[src/rtl/lsu_pkg.sv]
// Shared encodings for the load/store unit: funct3 access codes and FSM states.
package lsu_pkg;

  localparam logic [2:0] F3_B  = 3'b000;
  localparam logic [2:0] F3_H  = 3'b001;
  localparam logic [2:0] F3_W  = 3'b010;
  localparam logic [2:0] F3_BU = 3'b100;
  localparam logic [2:0] F3_HU = 3'b101;

  typedef enum logic [1:0] {
    S_IDLE = 2'd0,
    S_ADDR = 2'd1,
    S_RESP = 2'd2,
    S_DONE = 2'd3
  } lsu_state_e;

endpackage

[src/rtl/lsu_align.sv]
// Combinational lane logic: access legality, store byte enables / lane replication,
// and load extraction with sign or zero extension.
module lsu_align
  import lsu_pkg::*;
(
  input  logic        i_we,
  input  logic [2:0]  i_funct3,
  input  logic [1:0]  i_off,
  input  logic [31:0] i_wdata,
  input  logic [2:0]  i_ld_funct3,
  input  logic [1:0]  i_ld_off,
  input  logic [31:0] i_ld_word,
  output logic        o_fault,
  output logic [3:0]  o_be,
  output logic [31:0] o_wdata,
  output logic [31:0] o_ld_data
);

  logic [31:0]        w_shifted;
  logic signed [7:0]  w_byte;
  logic signed [15:0] w_half;

  // Unsigned sizes are load-only; the three unused codes are always illegal.
  always_comb begin
    o_fault = 1'b1;
    case (i_funct3)
      F3_B:    o_fault = 1'b0;
      F3_BU:   o_fault = i_we;
      F3_H:    o_fault = i_off[0];
      F3_HU:   o_fault = i_we | i_off[0];
      F3_W:    o_fault = |i_off;
      default: o_fault = 1'b1;
    endcase
  end

  always_comb begin
    o_be    = 4'b1111;
    o_wdata = i_wdata;
    case (i_funct3)
      F3_B, F3_BU: begin
        o_be    = 4'b0001 << i_off;
        o_wdata = {4{i_wdata[7:0]}};
      end
      F3_H, F3_HU: begin
        o_be    = 4'b0011 << {i_off[1], 1'b0};
        o_wdata = {2{i_wdata[15:0]}};
      end
      default: begin
        o_be    = 4'b1111;
        o_wdata = i_wdata;
      end
    endcase
  end

  assign w_shifted = i_ld_word >> {i_ld_off, 3'b000};
  assign w_byte    = w_shifted[7:0];
  assign w_half    = w_shifted[15:0];

  always_comb begin
    o_ld_data = i_ld_word;
    case (i_ld_funct3)
      F3_B:    o_ld_data = 32'(w_byte);
      F3_BU:   o_ld_data = {24'h000000, w_shifted[7:0]};
      F3_H:    o_ld_data = 32'(w_half);
      F3_HU:   o_ld_data = {16'h0000, w_shifted[15:0]};
      default: o_ld_data = i_ld_word;
    endcase
  end

endmodule

[src/rtl/load_store_unit.sv]
// Data-memory stage: drives one req/gnt/rvalid transaction per load/store and
// stalls the core until it completes, aborting with bus_err on a stuck bus.
module load_store_unit
  import lsu_pkg::*;
#(
  parameter int TIMEOUT = 16
) (
  input  logic        clk,
  input  logic        rst_n,
  input  logic        lsu_req,
  input  logic        lsu_we,
  input  logic [2:0]  funct3,
  input  logic [31:0] addr,
  input  logic [31:0] wdata,
  output logic        stall,
  output logic [31:0] rdata,
  output logic        fault,
  output logic        bus_err,
  output logic        dm_req,
  output logic        dm_we,
  output logic [31:0] dm_addr,
  output logic [3:0]  dm_be,
  output logic [31:0] dm_wdata,
  input  logic        dm_gnt,
  input  logic        dm_rvalid,
  input  logic [31:0] dm_rdata
);

  localparam int               CNT_W    = (TIMEOUT > 2) ? $clog2(TIMEOUT) : 1;
  localparam logic [CNT_W-1:0] CNT_LAST = CNT_W'(TIMEOUT - 1);

  lsu_state_e       r_state;
  lsu_state_e       w_next;
  logic [CNT_W-1:0] r_cnt;
  logic             r_we;
  logic [2:0]       r_f3;
  logic [1:0]       r_off;
  logic [31:0]      r_rdata;
  logic [31:0]      r_dm_addr;
  logic [3:0]       r_dm_be;
  logic [31:0]      r_dm_wdata;
  logic             r_bus_err;

  logic             w_fault_cond;
  logic [3:0]       w_be;
  logic [31:0]      w_wdata;
  logic [31:0]      w_ld_data;
  logic             w_accept;
  logic             w_timeout;

  lsu_align u_align (
    .i_we        (lsu_we),
    .i_funct3    (funct3),
    .i_off       (addr[1:0]),
    .i_wdata     (wdata),
    .i_ld_funct3 (r_f3),
    .i_ld_off    (r_off),
    .i_ld_word   (dm_rdata),
    .o_fault     (w_fault_cond),
    .o_be        (w_be),
    .o_wdata     (w_wdata),
    .o_ld_data   (w_ld_data)
  );

  assign fault    = lsu_req & w_fault_cond;
  assign w_accept = (r_state == S_IDLE) & lsu_req & ~w_fault_cond;

  // Next state and per-state outputs; the abort cycle already drops the request.
  always_comb begin
    w_next    = r_state;
    stall     = 1'b0;
    dm_req    = 1'b0;
    w_timeout = 1'b0;
    case (r_state)
      S_IDLE: begin
        stall = w_accept;
        if (w_accept) w_next = S_ADDR;
      end
      S_ADDR: begin
        stall     = 1'b1;
        w_timeout = (r_cnt == CNT_LAST);
        dm_req    = ~w_timeout;
        if (w_timeout)   w_next = S_DONE;
        else if (dm_gnt) w_next = r_we ? S_DONE : S_RESP;
      end
      S_RESP: begin
        stall     = 1'b1;
        w_timeout = (r_cnt == CNT_LAST);
        if (w_timeout || dm_rvalid) w_next = S_DONE;
      end
      S_DONE: w_next = S_IDLE;
      default: w_next = S_IDLE;
    endcase
  end

  always_ff @(posedge clk or negedge rst_n) begin
    if (!rst_n) r_state <= S_IDLE;
    else        r_state <= w_next;
  end

  always_ff @(posedge clk or negedge rst_n) begin
    if (!rst_n) begin
      r_cnt      <= '0;
      r_we       <= 1'b0;
      r_f3       <= F3_B;
      r_off      <= 2'b00;
      r_rdata    <= '0;
      r_dm_addr  <= '0;
      r_dm_be    <= '0;
      r_dm_wdata <= '0;
      r_bus_err  <= 1'b0;
    end else begin
      r_bus_err <= 1'b0;
      case (r_state)
        S_IDLE: begin
          r_cnt <= '0;
          if (w_accept) begin
            r_we       <= lsu_we;
            r_f3       <= funct3;
            r_off      <= addr[1:0];
            r_dm_addr  <= {addr[31:2], 2'b00};
            r_dm_be    <= w_be;
            r_dm_wdata <= lsu_we ? w_wdata : '0;
          end
        end
        S_ADDR, S_RESP: begin
          if (w_timeout) begin
            r_rdata   <= '0;
            r_bus_err <= 1'b1;
          end else begin
            r_cnt <= r_cnt + CNT_W'(1);
            if ((r_state == S_RESP) && dm_rvalid) r_rdata <= w_ld_data;
          end
        end
        default: ;
      endcase
    end
  end

  assign rdata    = r_rdata;
  assign bus_err  = r_bus_err;
  assign dm_we    = r_we & dm_req;
  assign dm_addr  = r_dm_addr;
  assign dm_be    = r_dm_be;
  assign dm_wdata = r_dm_wdata;

endmodule

[config.mk]
export PLATFORM = sky130hd
export DESIGN_NAME = load_store_unit
export DESIGN_NICKNAME = d
export VERILOG_FILES = /design/src/rtl/lsu_pkg.sv /design/src/rtl/lsu_align.sv /design/src/rtl/load_store_unit.sv
export SDC_FILE = /design/constraint.sdc
export NUM_CORES = 1
export LEC_CHECK = 0
export BUFFER_PORTS_ARGS = -buffer_cell sky130_fd_sc_hd__buf_2
export CORE_ASPECT_RATIO = 0.8
export CORE_UTILIZATION = 53
export CTS_CLUSTER_SIZE = 24
export DETAILED_ROUTE_END_ITERATION = 10
export PLACE_DENSITY_LB_ADDON = 0.3
export SYNTH_ARGS = -nofsm -noshare
export SYNTH_HDL_FRONTEND = slang
export SYNTH_SLANG_ARGS = --single-unit
[constraint.sdc]
create_clock -name clk -period 4.5 [get_ports clk]
set_input_delay 0.45 -clock clk [delete_from_list [all_inputs] [get_ports clk]]
set_output_delay 0.45 -clock clk [all_outputs]
set_load 0.01 [all_outputs]
==> flow_summary.yaml <==
detailed_routing:
  drt_iter0_drc: 303
  ant_nets: 0
  num_vias: 4658
  drc: 0
  wl_per_cell_um: 16.64
  routed_wl_mm: 14.28
  first_pass_iters: 5
  via_per_inst: 5.429
floorplan:
  dieHeight_um: 92.43
  initial_core_util_pct: 55.46
  num_rows: 32
  ioPinCount: 210
  die_area_sq_mm: 0.01063
  core_area_sq_mm: 0.009769
  fp.dieW_um: 115.0
synth:
  yosysUniqueCellTypes: 42
  ys.flop_type: "dfrtp_1"
  seq_area_frac_synth_pct: 51.27
  ys_ff_latch: 111
  synth_cells: 528
  synthTopCellsByArea: "dfrtp_1, mux2_1, nand2_1, o21ai_1, mux2_2"
  synth-edff-count: 0
  yosysWarnings: 0
  syn_area_sq_mm: 0.005418
  synthArstFlopShare_pct: 100.0
  syn_avg_cell_area_sq_um: 10.26
  yosys.area.top_type: "dfrtp_1"
  synthTopCellsByCount: "dfrtp_1, nand2_1, o21ai_1, mux2_1, a22oi_1"
  synth_top_area_share_pct: 51.27
  yosys.cell_count.top_type: "dfrtp_1"
timing:
  finalWorstSetupSlack_ps: 1883
  worst_pin_slew_ps: 1049
  setup_tns_ps: 0
  fmax_mhz: 382.1
  grt_setup_unrepaired: "no"
  fin_crit_ps: 2617
  fin_skew_ps: 7.962
  setup_viol: 0
  max_slew_margin_pct: 30.04
  post-route-period-util_pct: 58.16
  slew_viol_final: 0
  holdWs_ps: 156.8
  hold_viol_final: 0
final_layout:
  stdcell_count: 858
  finalInstanceArea_sq_mm: 0.006795
  drive_gt1_share_pct: 36.57
  syn_to_final_growth_pct: 25.43
  fillerInstances: 782
  fin_nets: 828
  diodes: 0
global_route:
  grt.overflow.total: 0
  antenna_found_initial: 0
  grt_pass1_vias: 4591
  grt_pass1_wl_mm: 23.07
  grt_usage_pct: 28.41
  grt_max_degree: 92
  gr-usage-met3_pct: 6.414
  use_met1_pct: 39.01
  met2_usage_pct: 44.33
  grt_busiest_layer: "met2"
clock_network:
  cts_root_buf: "clkbuf_16"
  clock-sinks: 111
  clock_path_buffers: 2
  ctsResizeCount: 0
  hold_buffers: 0
  cts_setup_buffers: 0
  htreeDepth: 3
  cts_tree: "yes"
  clk_pin_slew_ps: 70
  numCtsBuffers: 9
  clock_latency_ps: 340
flow_run:
  drv_cap: 0
placed_design:
  dp_slack_ps: 1936
  dp.cells: 842
  place_area_sq_mm: 0.006500
  port_buffers: 207
  hpwl_mm: 10.55
  globalplace.congestion: 0.8433
critical_path:
  cp_common_cell: "buf_2"
  rr_startpoint: "r_off[1]"
  critPathRequiredTime_ps: 4050
  worst_r2r_path_depth: 4
  critical_path_class: "input pin to output port"
  critPathLaunchType: "input pin"
  reg2reg_slack_ps: 2010
  startpoint: "lsu_we"
  crit_path_max_fanout: 91
  cp-end-kind: "output port"
  critPathSlowestCell: "buf_2"
  critPathCapture: "stall"
  max_stage_delay_ps: 450
  crit_arrival_ps: 2170
  timing.rr.end: "rdata[19]"
  path_cells: "buf_2 -> a221oi_2 -> o211ai_1 -> buf_12 -> a21oi_1 -> buf_2"
min_path:
  hp-class: "input pin to async pin"
pwr:
  ir_drop_mv: 0.3869
  power_density_mw_per_mm2: 643.0
  p_leak_nw: 3.491
run_status:
  outcome: "complete, no violations"
-- worst max-delay path, delay by kind of cell --
kind | cells | cell delay, ps
buf+inv | 3 | 1010
compound gates | 3 | 680
-- worst min path at each step --
stage                       from           end  cells after the start
global placement    dm_wdata[10]  dm_wdata[10]                      2
detailed placement   dm_wdata[2]   dm_wdata[2]                      2
floorplan                  rst_n       bus_err                      0
global route               rst_n  dm_wdata[19]                      1
CTS                        rst_n  dm_wdata[19]                      1
finish                     rst_n  dm_wdata[19]                      1
-- registers in the layout, indices dropped and copies added (netlist names) --
register,cells
dm_wdata,32
rdata,32
dm_addr,30
dm_be,4
r_cnt,4
r_f3,3
r_off,2
r_state,2
bus_err,1
r_we,1
-- layer usage --
metal	vias to the layer above	wire length, um
met1	2207	6211
met2	203	6854
met4	0	245
met3	24	965
met5	-	0
li1	2224	-
-- power by group --
part	internal, mW	switching [mW]
combinational	0.790	1.02
sequential	1.46	0.317
clock	0.435	0.355
total	2.68	1.69
-- kinds of logic (layout without fill, tap and decap cells) --
kind of cell	after synthesis	in the layout	synth area share [%]
AO/OA/AOI/OAI	142	142	15.87
adder cells (fa/ha/maj)	6	6	1.386
buffers and inverters	44	237	4.111
flip-flops	111	111	51.27
multiplexers	72	72	14.55
other	1	2	0.06922
AND/OR/NAND/NOR	152	152	12.75
-- per-stage QoR --
step / utilization (%) / total power [mW]
floorplan: - / 2.840
global route: 69.56 / 4.694
finish: 69.56 / 4.369
CTS: 69.56 / 4.405
global placement: 66.53 / 3.512
detailed placement: 66.53 / 3.602
-- cell type report --
type / count / area, sq um / area share (%)
sequential: 111 / 2778 / 40.88
multi-input combinational: 374 / 2430 / 35.76
timing repair buffer: 212 / 1089 / 16.02
clock buffer: 10 / 229.0 / 3.370
tap: 136 / 170.2 / 2.504
clock inverter: 6 / 66.31 / 0.9759
inverter: 9 / 33.78 / 0.4971
-- placed cells by master (no fill, tap or decap), types with 17 or more instances in the layout --
cell type  synthesis  routed
a22oi_1           25      25
o21ai_1           59      59
buf_2             10     206
o21ai_0           19      19
nand2_1           93      93
mux2_1            36      36
dfrtp_1          111     111
mux2i_1           18      18
nor2_1            17      17
mux2_2            18      18
Note: power is estimated with default switching activity, not from simulation.
